[src/rtl/player_motion_ctrl.sv]
// player_motion_ctrl: per-player motion sequencer.
// Turns held-key levels into paced updates of position, jump arc, sword
// level, thrown-sword flight and the leg animation bit. Owns the game-tick
// pacing: a sub-step pulse every TICK_DIV/SWORD_SUB clocks, and a tick on
// every SWORD_SUB-th sub-step.
module player_motion_ctrl #(
  parameter int          TICK_DIV   = 100000,
  parameter int          SWORD_SUB  = 4,
  parameter int          JUMP_H     = 200,
  parameter logic [11:0] X_MAX      = 12'd700,
  parameter logic [11:0] X_INIT     = 12'd0,
  parameter int          LEG_PERIOD = 60
) (
  input  logic        clk_50MHz,
  input  logic        rst,
  input  logic        pos_reset,
  input  logic        key_left,
  input  logic        key_right,
  input  logic        key_jump,
  input  logic        key_throw,
  input  logic        key_sword_up,
  input  logic        key_sword_down,
  output logic        tick,
  output logic [11:0] x_pos,
  output logic [11:0] y_pos,
  output logic [1:0]  sword_lvl,
  output logic [11:0] sword_x,
  output logic [1:0]  sword_state,
  output logic        airborne,
  output logic        legs
);

  localparam int SUB_DIV = TICK_DIV / SWORD_SUB;
  localparam int SUB_W   = (SUB_DIV > 1) ? $clog2(SUB_DIV) : 1;
  localparam int STEP_W  = (SWORD_SUB > 1) ? $clog2(SWORD_SUB) : 1;

  localparam logic [SUB_W-1:0]  SUB_LAST  = SUB_W'(SUB_DIV - 1);
  localparam logic [STEP_W-1:0] STEP_LAST = STEP_W'(SWORD_SUB - 1);
  localparam logic [11:0]       JUMP_TOP  = 12'(JUMP_H);
  localparam logic [11:0]       WALK_LAST = 12'(LEG_PERIOD - 1);

  typedef enum logic [1:0] {
    V_GROUND = 2'd0,
    V_RISE   = 2'd1,
    V_FALL   = 2'd2
  } vert_state_t;

  typedef enum logic [1:0] {
    S_HELD   = 2'd0,
    S_FLYING = 2'd1,
    S_LANDED = 2'd2
  } sword_state_t;

  // Pacing counters
  logic [SUB_W-1:0]  sub_cnt_reg;
  logic [STEP_W-1:0] step_cnt_reg;
  logic              sub_step;
  logic              tick_int;

  // Motion state
  logic [11:0]  x_pos_reg,     x_pos_next;
  logic [11:0]  y_pos_reg,     y_pos_next;
  vert_state_t  vert_reg,      vert_next;
  logic [1:0]   sword_lvl_reg, sword_lvl_next;
  logic [11:0]  sword_x_reg,   sword_x_next;
  sword_state_t sword_reg,     sword_next;
  logic [11:0]  walk_cnt_reg,  walk_cnt_next;
  logic         legs_reg,      legs_next;
  logic         moved;

  // A sub-step is the cycle sub_cnt wraps; a tick is the last sub-step of a tick period.
  assign sub_step = (sub_cnt_reg == SUB_LAST);
  assign tick_int = sub_step && (step_cnt_reg == STEP_LAST);

  // Pacing counters: restart from zero on reset and on a round restart.
  always_ff @(posedge clk_50MHz or negedge rst) begin
    if (!rst) begin
      sub_cnt_reg  <= '0;
      step_cnt_reg <= '0;
    end else if (pos_reset) begin
      sub_cnt_reg  <= '0;
      step_cnt_reg <= '0;
    end else if (sub_step) begin
      sub_cnt_reg  <= '0;
      step_cnt_reg <= (step_cnt_reg == STEP_LAST) ? '0 : step_cnt_reg + STEP_W'(1);
    end else begin
      sub_cnt_reg  <= sub_cnt_reg + SUB_W'(1);
    end
  end

  // Next-state logic for movement, jump arc, sword level, sword flight and legs.
  always_comb begin
    x_pos_next     = x_pos_reg;
    y_pos_next     = y_pos_reg;
    vert_next      = vert_reg;
    sword_lvl_next = sword_lvl_reg;
    sword_x_next   = sword_x_reg;
    sword_next     = sword_reg;
    walk_cnt_next  = walk_cnt_reg;
    legs_next      = legs_reg;
    moved          = 1'b0;

    if (tick_int) begin
      // Saturation is tested before the step so the 12-bit value never wraps.
      if (key_left && !key_right && (x_pos_reg != 12'd0)) begin
        x_pos_next = x_pos_reg - 12'd1;
        moved      = 1'b1;
      end else if (key_right && !key_left && (x_pos_reg < X_MAX)) begin
        x_pos_next = x_pos_reg + 12'd1;
        moved      = 1'b1;
      end

      // Only ticks that really changed x advance the walk cadence.
      if (moved) begin
        if (walk_cnt_reg >= WALK_LAST) begin
          walk_cnt_next = 12'd0;
          legs_next     = ~legs_reg;
        end else begin
          walk_cnt_next = walk_cnt_reg + 12'd1;
        end
      end else begin
        walk_cnt_next = 12'd0;
      end

      case (vert_reg)
        V_GROUND: begin
          if (key_jump) begin
            vert_next  = V_RISE;
            y_pos_next = 12'd1;
          end
        end
        V_RISE: begin
          if (y_pos_reg >= JUMP_TOP) begin
            vert_next  = V_FALL;
            y_pos_next = JUMP_TOP - 12'd1;
          end else begin
            y_pos_next = y_pos_reg + 12'd1;
          end
        end
        V_FALL: begin
          // Landing tick lands in GROUND, so a held jump restarts one tick later.
          if (y_pos_reg <= 12'd1) begin
            vert_next  = V_GROUND;
            y_pos_next = 12'd0;
          end else begin
            y_pos_next = y_pos_reg - 12'd1;
          end
        end
        default: begin
          vert_next  = V_GROUND;
          y_pos_next = 12'd0;
        end
      endcase

      // The sword can only be raised or lowered while in hand.
      if (sword_reg == S_HELD) begin
        if (key_sword_up && !key_sword_down && (sword_lvl_reg < 2'd2)) begin
          sword_lvl_next = sword_lvl_reg + 2'd1;
        end else if (key_sword_down && !key_sword_up && (sword_lvl_reg != 2'd0)) begin
          sword_lvl_next = sword_lvl_reg - 2'd1;
        end
      end
    end

    case (sword_reg)
      S_HELD: begin
        // Throw starts from the pre-move x; the throw cycle does not advance it.
        if (tick_int && key_throw) begin
          sword_next   = S_FLYING;
          sword_x_next = x_pos_reg;
        end
      end
      S_FLYING: begin
        if (sub_step) begin
          if (({1'b0, sword_x_reg} + 13'd1) >= {1'b0, X_MAX}) begin
            sword_x_next = X_MAX;
            sword_next   = S_LANDED;
          end else begin
            sword_x_next = sword_x_reg + 12'd1;
          end
        end
      end
      S_LANDED: begin
        // Pickup compares against x before this tick's move.
        if (tick_int && (x_pos_reg == sword_x_reg)) begin
          sword_next     = S_HELD;
          sword_lvl_next = 2'd1;
        end
      end
      default: begin
        sword_next = S_HELD;
      end
    endcase
  end

  // State registers: reset and round restart both return to the initial pose.
  always_ff @(posedge clk_50MHz or negedge rst) begin
    if (!rst) begin
      x_pos_reg     <= X_INIT;
      y_pos_reg     <= 12'd0;
      vert_reg      <= V_GROUND;
      sword_lvl_reg <= 2'd1;
      sword_x_reg   <= 12'd0;
      sword_reg     <= S_HELD;
      walk_cnt_reg  <= 12'd0;
      legs_reg      <= 1'b0;
    end else if (pos_reset) begin
      x_pos_reg     <= X_INIT;
      y_pos_reg     <= 12'd0;
      vert_reg      <= V_GROUND;
      sword_lvl_reg <= 2'd1;
      sword_x_reg   <= 12'd0;
      sword_reg     <= S_HELD;
      walk_cnt_reg  <= 12'd0;
      legs_reg      <= 1'b0;
    end else begin
      x_pos_reg     <= x_pos_next;
      y_pos_reg     <= y_pos_next;
      vert_reg      <= vert_next;
      sword_lvl_reg <= sword_lvl_next;
      sword_x_reg   <= sword_x_next;
      sword_reg     <= sword_next;
      walk_cnt_reg  <= walk_cnt_next;
      legs_reg      <= legs_next;
    end
  end

  assign tick        = tick_int;
  assign x_pos       = x_pos_reg;
  assign y_pos       = y_pos_reg;
  assign sword_lvl   = sword_lvl_reg;
  assign sword_x     = sword_x_reg;
  assign sword_state = sword_reg;
  assign airborne    = (vert_reg != V_GROUND);
  assign legs        = legs_reg;

endmodule

[config.mk]
export PLATFORM = sky130hd
export DESIGN_NAME = player_motion_ctrl
export DESIGN_NICKNAME = d
export VERILOG_FILES = /design/src/rtl/player_motion_ctrl.sv
export SDC_FILE = /design/constraint.sdc
export NUM_CORES = 1
export LEC_CHECK = 0
export BUFFER_PORTS_ARGS = -buffer_cell sky130_fd_sc_hd__buf_2
export CAP_MARGIN = 30
export CORE_ASPECT_RATIO = 0.9
export CORE_UTILIZATION = 40
export CTS_BUF_LIST = sky130_fd_sc_hd__clkbuf_4
export DETAILED_ROUTE_END_ITERATION = 10
export GPL_TIMING_DRIVEN = 0
export PLACE_DENSITY = 0.63
export SETUP_SLACK_MARGIN = 0.4
export SLEW_MARGIN = 20
export SYNTH_ARGS = -nofsm -noshare
export SYNTH_HDL_FRONTEND = slang
export SYNTH_SLANG_ARGS = --single-unit
export TNS_END_PERCENT = 1
[constraint.sdc]
create_clock -name clk_50MHz -period 5.8 [get_ports clk_50MHz]
set_input_delay 1.16 -clock clk_50MHz [delete_from_list [all_inputs] [get_ports clk_50MHz]]
set_output_delay 1.16 -clock clk_50MHz [all_outputs]
set_load 0.02 [all_outputs]
==> key figures <==
Synthesis
  – Synth Net Count: 601
  – Synthesized area: 4910 um^2
  – Synth cell types: 70
  – Sequential share of the synthesized area: 36.7%
  – Most used DFF post-synth: dfrtp_1
  – Asr flop ratio synth: between 90% and 100%
  – Post-synth EDFFs: 0
  – Adder-cell area share of the yosys netlist: 5.25%
  – Simple-gate share of the synthesized area: 23.5%
  – Mapped Cells: 572
  – Mux share of post-synthesis cell area: under 10%
  – Xor/xnor share of the synthesized area: 7.67%
  – Avg Inst Size Synth: 8.59 um^2
  – Yosys warnings: 0
  – Compound-Gate Fraction of Synth Area: 19.9%
  – Combinational family with the most area after synthesis: simple AND/OR/NAND/NOR gates
  – Synthesized flop and latch total: between 70 and 80

Global route
  – Initial antenna violation count: 1
  – GRT Total Usage: 21.7%
  – First-pass GRT wire length: 21600 um
  – Largest net degree at the start of global routing: 42
  – Total congestion overflow: 0
  – Vias in the first global route: 4184

Routing
  – Wirelength per Cell: 16.5 um
  – Via count: 4679
  – TritonRoute pass-1 iters: 5
  – Drt total wl: 13300 um
  – Detailed router's first-iteration violation count: 509
  – Max layer used: met4
  – ANT nets after route: 0
  – DRC violations left: 0
  – Metal-1 WL: 6360 um
  – Met3 WL: 761 um
  – Met2 WL: 6000 um
  – Vias/cell: just under 6

Critical path
  – CP most frequent cell: nor4_1
  – Crit path cell chain: clkbuf_2 -> nor4_1 -> a311oi_2 -> buf_4 -> ha_1 -> clkbuf_1 -> nand2_1 -> nor4_1 -> o211a_1 -> o22ai_1 -> mux2_2 -> mux2_4
  – Crit path launch type: flop
  – Data required time of the worst path: around 6.2 ns
  – Slowest stage cell, crit path: nor4_1
  – Setup crit end kind: flop
  – Crit path arrival time: between 3 and 4 ns
  – Slowest stage delay, CP: 0.44 ns
  – Crit Path Category: reg -> reg
  – Worst-path fanout max: 10

Clock tree
  – H-tree levels: 3
  – CTS tree: built
  – Worst skew pair latency: 0.47 ns
  – CTS resizes: 0
  – CTS buffer count: 9
  – Post-CTS Hold Buffers: 0
  – CTS Root Cell: clkbuf_4
  – Clock Sinks: 72
  – Postcts setup bufs: 0
  – CTS Buffer Depth: 2
  – Worst-path clk slew: around 0.12 ns

Cells and area
  – Post-route insts no fill: 802
  – Fill count: 1166
  – P&R area growth vs syn: 13.5%
  – Final #Nets: 665
  – Most frequent cells in the layout: nor2_1, dfrtp_1, buf_2
  – Number of flip-flops in the largest register: 15
  – Final non-filler cell area: 5570 um^2
  – Post-layout util: 46.3%
  – Share of cells above drive strength 1: 14.8%
  – Commonest non-fill, non-tap cell in the layout: nor2_1

Placement
  – RD Place Congestion: 0.878
  – Buffers added on ports: 51
  – Placed inst area: ~5400 um^2
  – Pre-CTS setup slack: 1.90 ns
  – DP Wirelength: 9540 um
  – Placed Cells incl. Taps: 785

Timing
  – Max Fclk: about 280 MHz
  – Final count of hold timing violations: 0
  – RSZ-0062 raised after global routing: no
  – Fin crit share: 60.8%
  – Endpoints failing setup: 0
  – Worst Skew: 0.0175 ns
  – Max-slew headroom: 38.0%
  – Slew Limit Fails: 0
  – Hold Slack: 0.501 ns
  – Slew @ Worst Pin: 0.926 ns
  – Min Tclk post-route: 3.53 ns
  – Setup ws final: 2.27 ns
  – Post-Route Setup TNS: 0 ns

Floorplan
  – Core Box Area: 12000 um^2
  – Chip height: ~110 um
  – Num rows: 38
  – Initial Util: 40.8%
  – I/O pin total: 52
  – Die width: 119 um
  – Die area: about 13000 um^2

Power
  – Leak: 2.58 nW
  – Max VDD drop: 0.0829 mV
  – Power Density: 171 nW/um^2
  – Power consumption: 0.952 mW

Status
  – Status: finished, final reports clean

Min path
  – Worst min-delay path class: reg -> reg

Flow run
  – MaxCap Viol Count: 0
==> worst max-delay path: cells and delay by family (launching register included) <==
family | cells | cell delay, ns
compound gates | 3 | 0.51
fa+ha+maj | 1 | 0.28
buf+inv | 3 | 0.71
flops | 1 | 0.43
mux | 2 | 0.58
simple gates | 3 | 0.91
==> final timing paths <==
| check | from | to | slack [ns] | cells past startpoint |
|---|---|---|---|---|
| setup / recovery | x_pos[0] | x_pos[11] | 2.27 | 12 |
| hold / removal | walk_cnt_reg[5] | walk_cnt_reg[5] | 0.50 | 2 |
| setup reg to reg | x_pos[0] | x_pos[11] | 2.27 | 12 |
| hold reg to reg | walk_cnt_reg[5] | walk_cnt_reg[5] | 0.50 | 2 |
| max in group asynchronous | rst | walk_cnt_reg[3] | 4.62 | 2 |
| min in group asynchronous | rst | sword_x[2] | 0.63 | 1 |
==> cells in the mapped netlist, types with 14 or more instances <==
library cell   n  share of area (%)
nor4_1        15                1.9
dfrtp_1       71                 36
xnor2_1       31                5.5
clkbuf_1      14                1.1
a21oi_1       26                2.6
a31oi_1       15                1.9
nand3_1       24                2.4
nor2_1        73                5.6
nand2_1       45                3.4
inv_1         20                1.5
o21ai_0       33                3.4
ha_1          19                4.8
==> report_power, final <==
part / internal [mW] / switching, mW
logic: 0.0181 / 0.0430
registers: 0.506 / 0.00629
clock network: 0.188 / 0.190
total: 0.713 / 0.239
==> routing by layer <==
layer,track usage [%],up-vias
met4,8.14,0
met5,0,-
li1,-,2234
met2,32.7,156
met3,3.46,12
met1,31.0,2277
==> layout make-up <==
| cell class | instances | area [um^2] | share of cell area (%) |
|---|---|---|---|
| diodes | 1 | 2.50 | 0.0449 |
| plain buffers | 26 | 113 | 2.02 |
| clock buffers | 12 | 90.1 | 1.62 |
| clock inverters | 4 | 71.3 | 1.28 |
| inverters | 21 | 78.8 | 1.41 |
| multi-input cells | 453 | 2920 | 52.4 |
| flip-flops and latches | 72 | 1800 | 32.3 |
| well taps | 160 | 200 | 3.59 |
| repair buffers | 53 | 293 | 5.25 |
==> cell families (layout without fill, tap and decap cells) <==
kind of cell,after synthesis,in the layout
multiplexers,14,14
AND/OR/NAND/NOR,229,229
other,0,1
flip-flops,72,72
adder cells (fa/ha/maj),20,20
AO/OA/AOI/OAI,147,147
XOR/XNOR,43,43
buffers and inverters,47,116
Note: power is estimated with default switching activity, not from simulation.
